## src/rtl/peripheral_pkg.sv

```systemverilog
// Shared definitions for the memory-mapped UART transmitter: bit positions
// within the peripheral command/status word and the transmitter FSM states.
// Optional feature macro: UART_TX_PARITY_EN (adds an even-parity bit).
package peripheral_pkg;

  localparam int PERIPH_DATA_MSB = 7;
  localparam int PERIPH_REQ_BIT  = 8;
  localparam int PERIPH_BUSY_BIT = 9;
  localparam int PERIPH_DONE_BIT = 10;

`ifdef UART_TX_PARITY_EN
  typedef enum logic [2:0] {
    ST_IDLE,
    ST_START,
    ST_DATA,
    ST_PARITY,
    ST_STOP
  } uart_state_e;
`else
  typedef enum logic [1:0] {
    ST_IDLE,
    ST_START,
    ST_DATA,
    ST_STOP
  } uart_state_e;
`endif

  // Even parity bit: makes the total count of ones (data + parity) even.
  function automatic logic even_parity(input logic [7:0] data);
    return ^data;
  endfunction

endpackage

```

## src/rtl/peripheral_uart_tx_baud_tick.sv

```systemverilog
// Bit-period timer. Counts 0..CLKS_PER_BIT-1 and flags the last count with a
// one-cycle tick. The owner reloads it through restart whenever a bit starts,
// so it never free-runs across bit boundaries.
module baud_tick #(
  parameter int CLKS_PER_BIT = 234
) (
  input  logic clock,
  input  logic reset,
  input  logic restart,
  output logic tick
);

  localparam int CW = (CLKS_PER_BIT > 1) ? $clog2(CLKS_PER_BIT) : 1;
  localparam logic [CW-1:0] LAST = CW'(CLKS_PER_BIT - 1);

  logic [CW-1:0] count_reg;

  // Count up each cycle; reload to zero on restart or reset.
  always_ff @(posedge clock) begin
    if (reset || restart) begin
      count_reg <= '0;
    end else begin
      count_reg <= count_reg + CW'(1);
    end
  end

  assign tick = (count_reg == LAST);

endmodule

```

## src/rtl/peripheral_uart_tx.sv

```systemverilog
// Memory-mapped UART transmitter. Reads a command word (data byte + REQ) from
// the memory's peripheral word and returns a status word that the memory
// writes back every clock: REQ is cleared in the accept cycle, BUSY tracks an
// active frame and DONE is sticky until the next accept.
// Optional feature macro: UART_TX_PARITY_EN (8E1 instead of 8N1).
module peripheral_uart_tx
  import peripheral_pkg::*;
#(
  parameter int CLKS_PER_BIT = 234
) (
  input  logic        clock,
  input  logic        reset,
  input  logic [31:0] peripheral_bus,
  output logic [31:0] wb_peripheral_bus,
  output logic        uart_tx
);

  uart_state_e state_reg;
  logic [7:0]  data_reg;
  logic [2:0]  bit_idx_reg;
  logic        tx_reg;
  logic        busy_reg;
  logic        done_reg;
  logic [31:PERIPH_DONE_BIT+1] pass_hi_reg;
  logic [PERIPH_REQ_BIT:0]     pass_lo_reg;

  logic accept;
  logic tick;
  logic restart;

  assign accept  = (state_reg == ST_IDLE) && peripheral_bus[PERIPH_REQ_BIT];
  // Timer held at zero while idle so the start bit gets a full period.
  assign restart = (state_reg == ST_IDLE) || tick;

  baud_tick #(
    .CLKS_PER_BIT(CLKS_PER_BIT)
  ) u_baud_tick (
    .clock  (clock),
    .reset  (reset),
    .restart(restart),
    .tick   (tick)
  );

  // Register pass-through fields; REQ is dropped in the accept cycle only.
  always_ff @(posedge clock) begin
    if (reset) begin
      pass_hi_reg <= '0;
      pass_lo_reg <= '0;
    end else begin
      pass_hi_reg <= peripheral_bus[31:PERIPH_DONE_BIT+1];
      pass_lo_reg <= {peripheral_bus[PERIPH_REQ_BIT] & ~accept,
                      peripheral_bus[PERIPH_DATA_MSB:0]};
    end
  end

  // Transmit FSM with registered line, busy and done outputs.
  always_ff @(posedge clock) begin
    if (reset) begin
      state_reg   <= ST_IDLE;
      data_reg    <= '0;
      bit_idx_reg <= '0;
      tx_reg      <= 1'b1;
      busy_reg    <= 1'b0;
      done_reg    <= 1'b0;
    end else begin
      case (state_reg)
        ST_IDLE: begin
          tx_reg   <= 1'b1;
          busy_reg <= 1'b0;
          if (accept) begin
            data_reg    <= peripheral_bus[PERIPH_DATA_MSB:0];
            bit_idx_reg <= '0;
            done_reg    <= 1'b0;
            busy_reg    <= 1'b1;
            tx_reg      <= 1'b0;
            state_reg   <= ST_START;
          end
        end
        ST_START: begin
          if (tick) begin
            tx_reg      <= data_reg[0];
            bit_idx_reg <= '0;
            state_reg   <= ST_DATA;
          end
        end
        ST_DATA: begin
          if (tick) begin
            if (bit_idx_reg == 3'd7) begin
`ifdef UART_TX_PARITY_EN
              tx_reg    <= even_parity(data_reg);
              state_reg <= ST_PARITY;
`else
              tx_reg    <= 1'b1;
              state_reg <= ST_STOP;
`endif
            end else begin
              tx_reg      <= data_reg[bit_idx_reg + 3'd1];
              bit_idx_reg <= bit_idx_reg + 3'd1;
            end
          end
        end
`ifdef UART_TX_PARITY_EN
        ST_PARITY: begin
          if (tick) begin
            tx_reg    <= 1'b1;
            state_reg <= ST_STOP;
          end
        end
`endif
        ST_STOP: begin
          if (tick) begin
            tx_reg    <= 1'b1;
            busy_reg  <= 1'b0;
            done_reg  <= 1'b1;
            state_reg <= ST_IDLE;
          end
        end
        default: begin
          tx_reg    <= 1'b1;
          busy_reg  <= 1'b0;
          state_reg <= ST_IDLE;
        end
      endcase
    end
  end

  assign uart_tx = tx_reg;
  assign wb_peripheral_bus = {pass_hi_reg, done_reg, busy_reg, pass_lo_reg};

endmodule
```

## config.mk

```make
export PLATFORM = sky130hd
export DESIGN_NAME = peripheral_uart_tx
export DESIGN_NICKNAME = d
export VERILOG_FILES = /design/src/rtl/peripheral_pkg.sv /design/src/rtl/peripheral_uart_tx_baud_tick.sv /design/src/rtl/peripheral_uart_tx.sv
export SDC_FILE = /design/constraint.sdc
export NUM_CORES = 1
export LEC_CHECK = 0
export ABC_AREA = 1
export BUFFER_PORTS_ARGS = -buffer_cell sky130_fd_sc_hd__buf_2
export CAP_MARGIN = 5
export CORE_ASPECT_RATIO = 0.75
export CORE_MARGIN = 10
export CORE_UTILIZATION = 45
export CTS_CLUSTER_DIAMETER = 60
export DETAILED_ROUTE_END_ITERATION = 10
export GPL_ROUTABILITY_DRIVEN = 0
export GPL_TIMING_DRIVEN = 0
export PLACE_DENSITY = 0.83
export SKIP_LAST_GASP = 1
export SLEW_MARGIN = 30
export SYNTH_ARGS = -nofsm -noshare
export SYNTH_HDL_FRONTEND = slang
export SYNTH_SLANG_ARGS = --single-unit
```

## constraint.sdc

```tcl
create_clock -name clock -period 1.31 [get_ports clock]
set_input_delay 0.262 -clock clock [delete_from_list [all_inputs] [get_ports clock]]
set_output_delay 0.262 -clock clock [all_outputs]
set_load 0.02 [all_outputs]
```

---- After elaboration in Yosys (flattened, before gate mapping) ----
Cells that the tools add are included.
operators by class
  $add $sub $neg .......................... 2
  equal/unequal tests ..................... 11
  bitwise gates (word level) .............. 2
  mux-type cells .......................... 24
  magnitude comparators ................... 1
  reductions and logical operators ........ 12
operators with widths
  kind                                                        number
  two-way mux 3 bit                                           4
  inequality test 2 bit, second input constant                6
  two-way mux 2 bit                                           5
  AND reduction 5 bit                                         2
  two-way mux 1 bit                                           9
  case mux 3 bit (3 select lines)                             1
  adder 8 x 1 -> 8 bit, second input constant                 1
  == test 8 bit, second input constant                        1
  case mux 2 bit (4 select lines)                             1
  AND reduction 3 bit                                         2
  == test 2 bit, second input constant                        2
  less-than comparator 3 x 4 -> 1 bit, second input constant  1
  case mux 1 bit (2 select lines)                             2
  case mux 1 bit (4 select lines)                             1
  AND reduction 2 bit                                         2
  adder 3 x 1 -> 3 bit, second input constant                 1
  binary-select mux 1 bit (select 3 bit)                      1
  == test 3 bit, second input constant                        1
  nonzero test 3 bit                                          1
  == test 2 x 1 -> 1 bit, second input constant               1
  logical NOT 2 bit                                           1
  logical OR 1 bit                                            2
  nonzero test 2 bit                                          1
  bitwise AND 1 bit                                           1
  2 further kinds                                             2
storage, ports and cells
  word-level logic and storage cells ...... 61
  bits in registers ....................... 54
  bits of input ports ..................... 34

---- Depth between registers and ports, before layout ----
  word-level depth ........................ 6
  depth in mapped cells ................... 12

---- Hierarchy ----
A second synthesis with hierarchy kept.
unflattened totals
  cell total of the unflattened synthesis .. 259
  area, all modules ....................... 2048.2 sq um
by module, submodules not included
  module              cells each  area an instance (sq um)  instances
  peripheral_uart_tx  206         1680.4                    1
  baud_tick           53          367.9                     1

---- Worst setup path before layout ----
Ideal clock, no wire load.
  kind .................................... reg2reg
  start point ............................. reg state_reg[0]
  end point ............................... reg state_reg[1]
  stages on the path, launching flop included .. 8
  clock period less this slack ............ 1.384 ns
  setup time .............................. 0.114 ns
  setup slack ............................. -0.074 ns
  arrival time ............................ 1.270 ns
  path through ............................ dfxtp_1 inv_1 ha_1 or2_4 o21ai_2 nand4_1 nand2_1 nor2_2
between the ends
  cells in the longest elaborated chain, start to end .. 4
  elaborated cells on any way between the ends .. 12
  classes of those cells .................. 8 x eq/ne; 1 x mux; 3 x reduce/logical
ends and longest elaborated chain
  item                             RTL line                                            RTL
  from (decl)                      peripheral_uart_tx.sv:18                            uart_state_e state_reg;
  from (signal assigned)           peripheral_uart_tx.sv:59                            state_reg <= ST_IDLE;
  from (signal assigned)           peripheral_uart_tx.sv:76                            state_reg <= ST_START;
  from (signal assigned)           peripheral_uart_tx.sv:83                            state_reg <= ST_DATA;
  logical NOT 2 bit                peripheral_uart_tx.sv:31, peripheral_uart_tx.sv:66
  logical AND 1 bit                peripheral_uart_tx.sv:31                            assign accept = (state_reg == ST_IDLE) && peripheral_bus[PERIPH_REQ_BIT];
  inequality test 2 bit (no line)  -
  AND reduction 5 bit (no line)    -
Several ways; a longest one is shown, not always the timed one.
A chain may end at the register's enable or synchronous reset.

---- Final worst setup path ----
Same ends and word-level chain as after synthesis.

==> key figures <==
Run status
  – Status: finished, violations left
  – Failing checks: setup timing

Timing
  – Worst slew margin relative to its limit: 0.694
  – Final Cycle Share: 1.08
  – Fin crit period: 1.41 ns
  – Fin. max-slew vios: 0
  – Final worst slack: -0.102 ns
  – Hold Fails Final Rpt: 0
  – Hold WS: 0.151 ns
  – Achievable Freq: 708 MHz
  – RSZ-0062 raised after global routing: yes
  – Setup violations, final: 9
  – Worst Tran Pin Value: 0.459 ns
  – Clock skew: 0.00296 ns

Worst hold path
  – Worst Hold Launch: peripheral_bus[27]
  – Hold Crit Class: in -> reg
  – Hold depth: 3
  – Hold path endpoint: pass_hi_reg[27]

Detailed routing
  – First-pass detailed-route iteration total: 4
  – Via count: 1815
  – DR iter-0 viols: 58
  – Antenna Nets Post-Route: 0
  – WL/cell: 12.2 um
  – Vias per cell: 4.55
  – DRC violations left: 0
  – WL final: 4850 um

Clock network
  – Clock Pin Slew Worst Setup and Hold Paths: 0.09 ns
  – CTS Buffer Depth: 2
  – Clk root buf: clkbuf_8
  – Clk sink count: 54
  – Max H-tree Level: 2
  – Hold Buf Count CTS: 0
  – Clock insertion delay at the later pin of the skew report: 0.30 ns
  – CTS buffer count: 5
  – CTS tree: done

Placement
  – HPWL after DPL: 3630 um
  – Placed cells: 386
  – Place WS: -0.161 ns
  – Placed Instance Area: 2540 um^2
  – IO Port Bufs: 63

Flow run
  – Max cap viols: 0

Critical path
  – Worst path arrival time: 1.62 ns
  – CP Class: reg -> reg
  – RR Endpoint: state_reg[1]
  – Worst reg-to-reg path cell count: 7
  – Startpoint types: register
  – Delay of the slowest cell on the worst path: 0.38 ns
  – Worst-path cell chain: buf_6, ha_4, or2_4, o21ai_4, nand4_1, nand2_1, nor2_2
  – Critical path endpoint category: register
  – CP max FO: 4
  – Critical-path top delay cell: dfxtp_4
  – Worst R2R Start: state_reg[0]
  – CP required: 1.52 ns
  – Reg2reg setup slack: -0.10 ns

Layout
  – Filler cells: 400
  – Largest register FFs: 21
  – Layout cells sized above 1: 0.371
  – Multi-input gate area: 887 um^2
  – P&R area growth vs syn: 29.3%
  – Reg area: 1090 um^2
  – Antenna diode count: 0
  – Non-Filler Instances: 399
  – Post-route design area: 2760 um^2
  – Nets: 383

Synthesis
  – Yosys top cell area share: 0.507
  – Syn Inst Count: 266
  – Top_reg_cell synth: dfxtp_1
  – Syn_nets: 308
  – Mapped Avg Cell Area: 8.02 um^2
  – Seq cells post-synth: 54
  – Seq/Total Area, Yosys: 0.507
  – Commonest cells in the netlist: dfxtp_1, inv_1, nor2_1
  – Count leader, synth: dfxtp_1
  – Distinct cells, synth: 31
  – Post-Synthesis Cell Area: 2130 um^2
  – Post-synth EDFFs: 0
  – Synth area leaders: dfxtp_1, inv_1, nor2_1
  – Largest area contributor in the netlist: dfxtp_1
  – Synth warn: 0
  – Post-synth ARST share: 0

Floorplanning
  – Die width: 99.5 um
  – Core area: 4520 um^2
  – Die Ht: 79.6 um
  – Die ar.: 7920 um^2
  – Core Rows: 21
  – Initial Utilization: 0.472
  – I/O pin cnt: 67

GRT
  – Initial antenna violation count: 0
  – Largest net degree at the start of global routing: 17
  – Total congestion overflow: 0
  – GRT Resource Usage Total: 0.122
  – Global-route wire length before repair: 8100 um
  – Vias in the first global route: 1854

Pwr
  – Pwr Density: 1680 nW/um^2
  – IR drop worst, VDD: 0.890 mV
  – Total power: 4.64 mW
  – Pleak: 1.44 nW
[worst max-delay path: cells and delay by family, from the launching register on]
kind,cells,cell delay (ns)
AOI/OAI and AO/OA,1,0.17
adders and majority gates,1,0.15
buffers and inverters,1,0.12
DFF,1,0.38
and+or+nand+nor,4,0.49
[power breakdown]
part | total (mW) | internal [mW] | switching [mW]
clock | 0.910 | 0.378 | 0.532
sequential | 2.01 | 1.87 | 0.135
combinational | 1.72 | 0.719 | 1.00
[per-layer routing]
layer,GRT usage,vias up,wire length (um)
met2,0.221,32,2540
met1,0.129,829,2030
met3,0.0372,7,202
li1,-,947,-
met5,0,-,0
met4,0.0529,0,70
[placed cells by master, fill, tap and decap left out, types with 3 or more instances in the layout]
master	count
o211ai_1	3
o21ai_1	9
nand3_1	5
nand2_1	30
inv_1	46
nor2_2	5
nor2_1	44
clkbuf_1	5
nand2_4	3
ha_1	4
nand2_2	8
nor2_4	3
inv_2	7
ha_4	3
buf_4	5
buf_2	65
a21oi_1	12
clkbuf_8	5
dfxtp_1	50
[cell type report]
class	count	area share
clock buffer	6	0.0263
multi-input combinational	148	0.322
tap	57	0.0259
timing repair buffer	68	0.131
clock inverter	2	0.00499
inverter	55	0.0776
sequential	54	0.396
buffer	9	0.0172
[what timing repair did]
action | in CTS | in global routing
buffers inserted | 4 | 1
pin swaps | 8 | 5
gates resized for setup | 15 | 12
setup endpoints to repair | 12 | 17
[logic make-up after synthesis]
kind of cell	count (synthesis)	synth area share
adder cells (fa/ha/maj)	8	0.0469
flip-flops	54	0.507
AND/OR/NAND/NOR	110	0.249
buffers and inverters	64	0.118
AO/OA/AOI/OAI	30	0.0792
[metrics by stage]
step           utilization  TNS (ns)
3_5_place_dp         0.561     -1.39
5_1_grt              0.610     -1.20
3_3_place_gp         0.561    -0.976
2_1_floorplan            -         0
4_1_cts              0.600    -0.345
6_report             0.610    -0.516
[worst max-delay path by stage]
stage / start / endpoint / slack, ns
3_3_place_gp: state_reg[1] / data_reg[0] / -0.12
6_report: state_reg[0] / state_reg[1] / -0.10
5_1_grt: state_reg[1] / uart_tx / -0.14
3_5_place_dp: state_reg[1] / bit_idx_reg[1] / -0.16
4_1_cts: state_reg[1] / state_reg[1] / -0.08
2_1_floorplan: state_reg[1] / bit_idx_reg[1] / 0.005
Note: power is estimated with default switching activity, not from simulation.
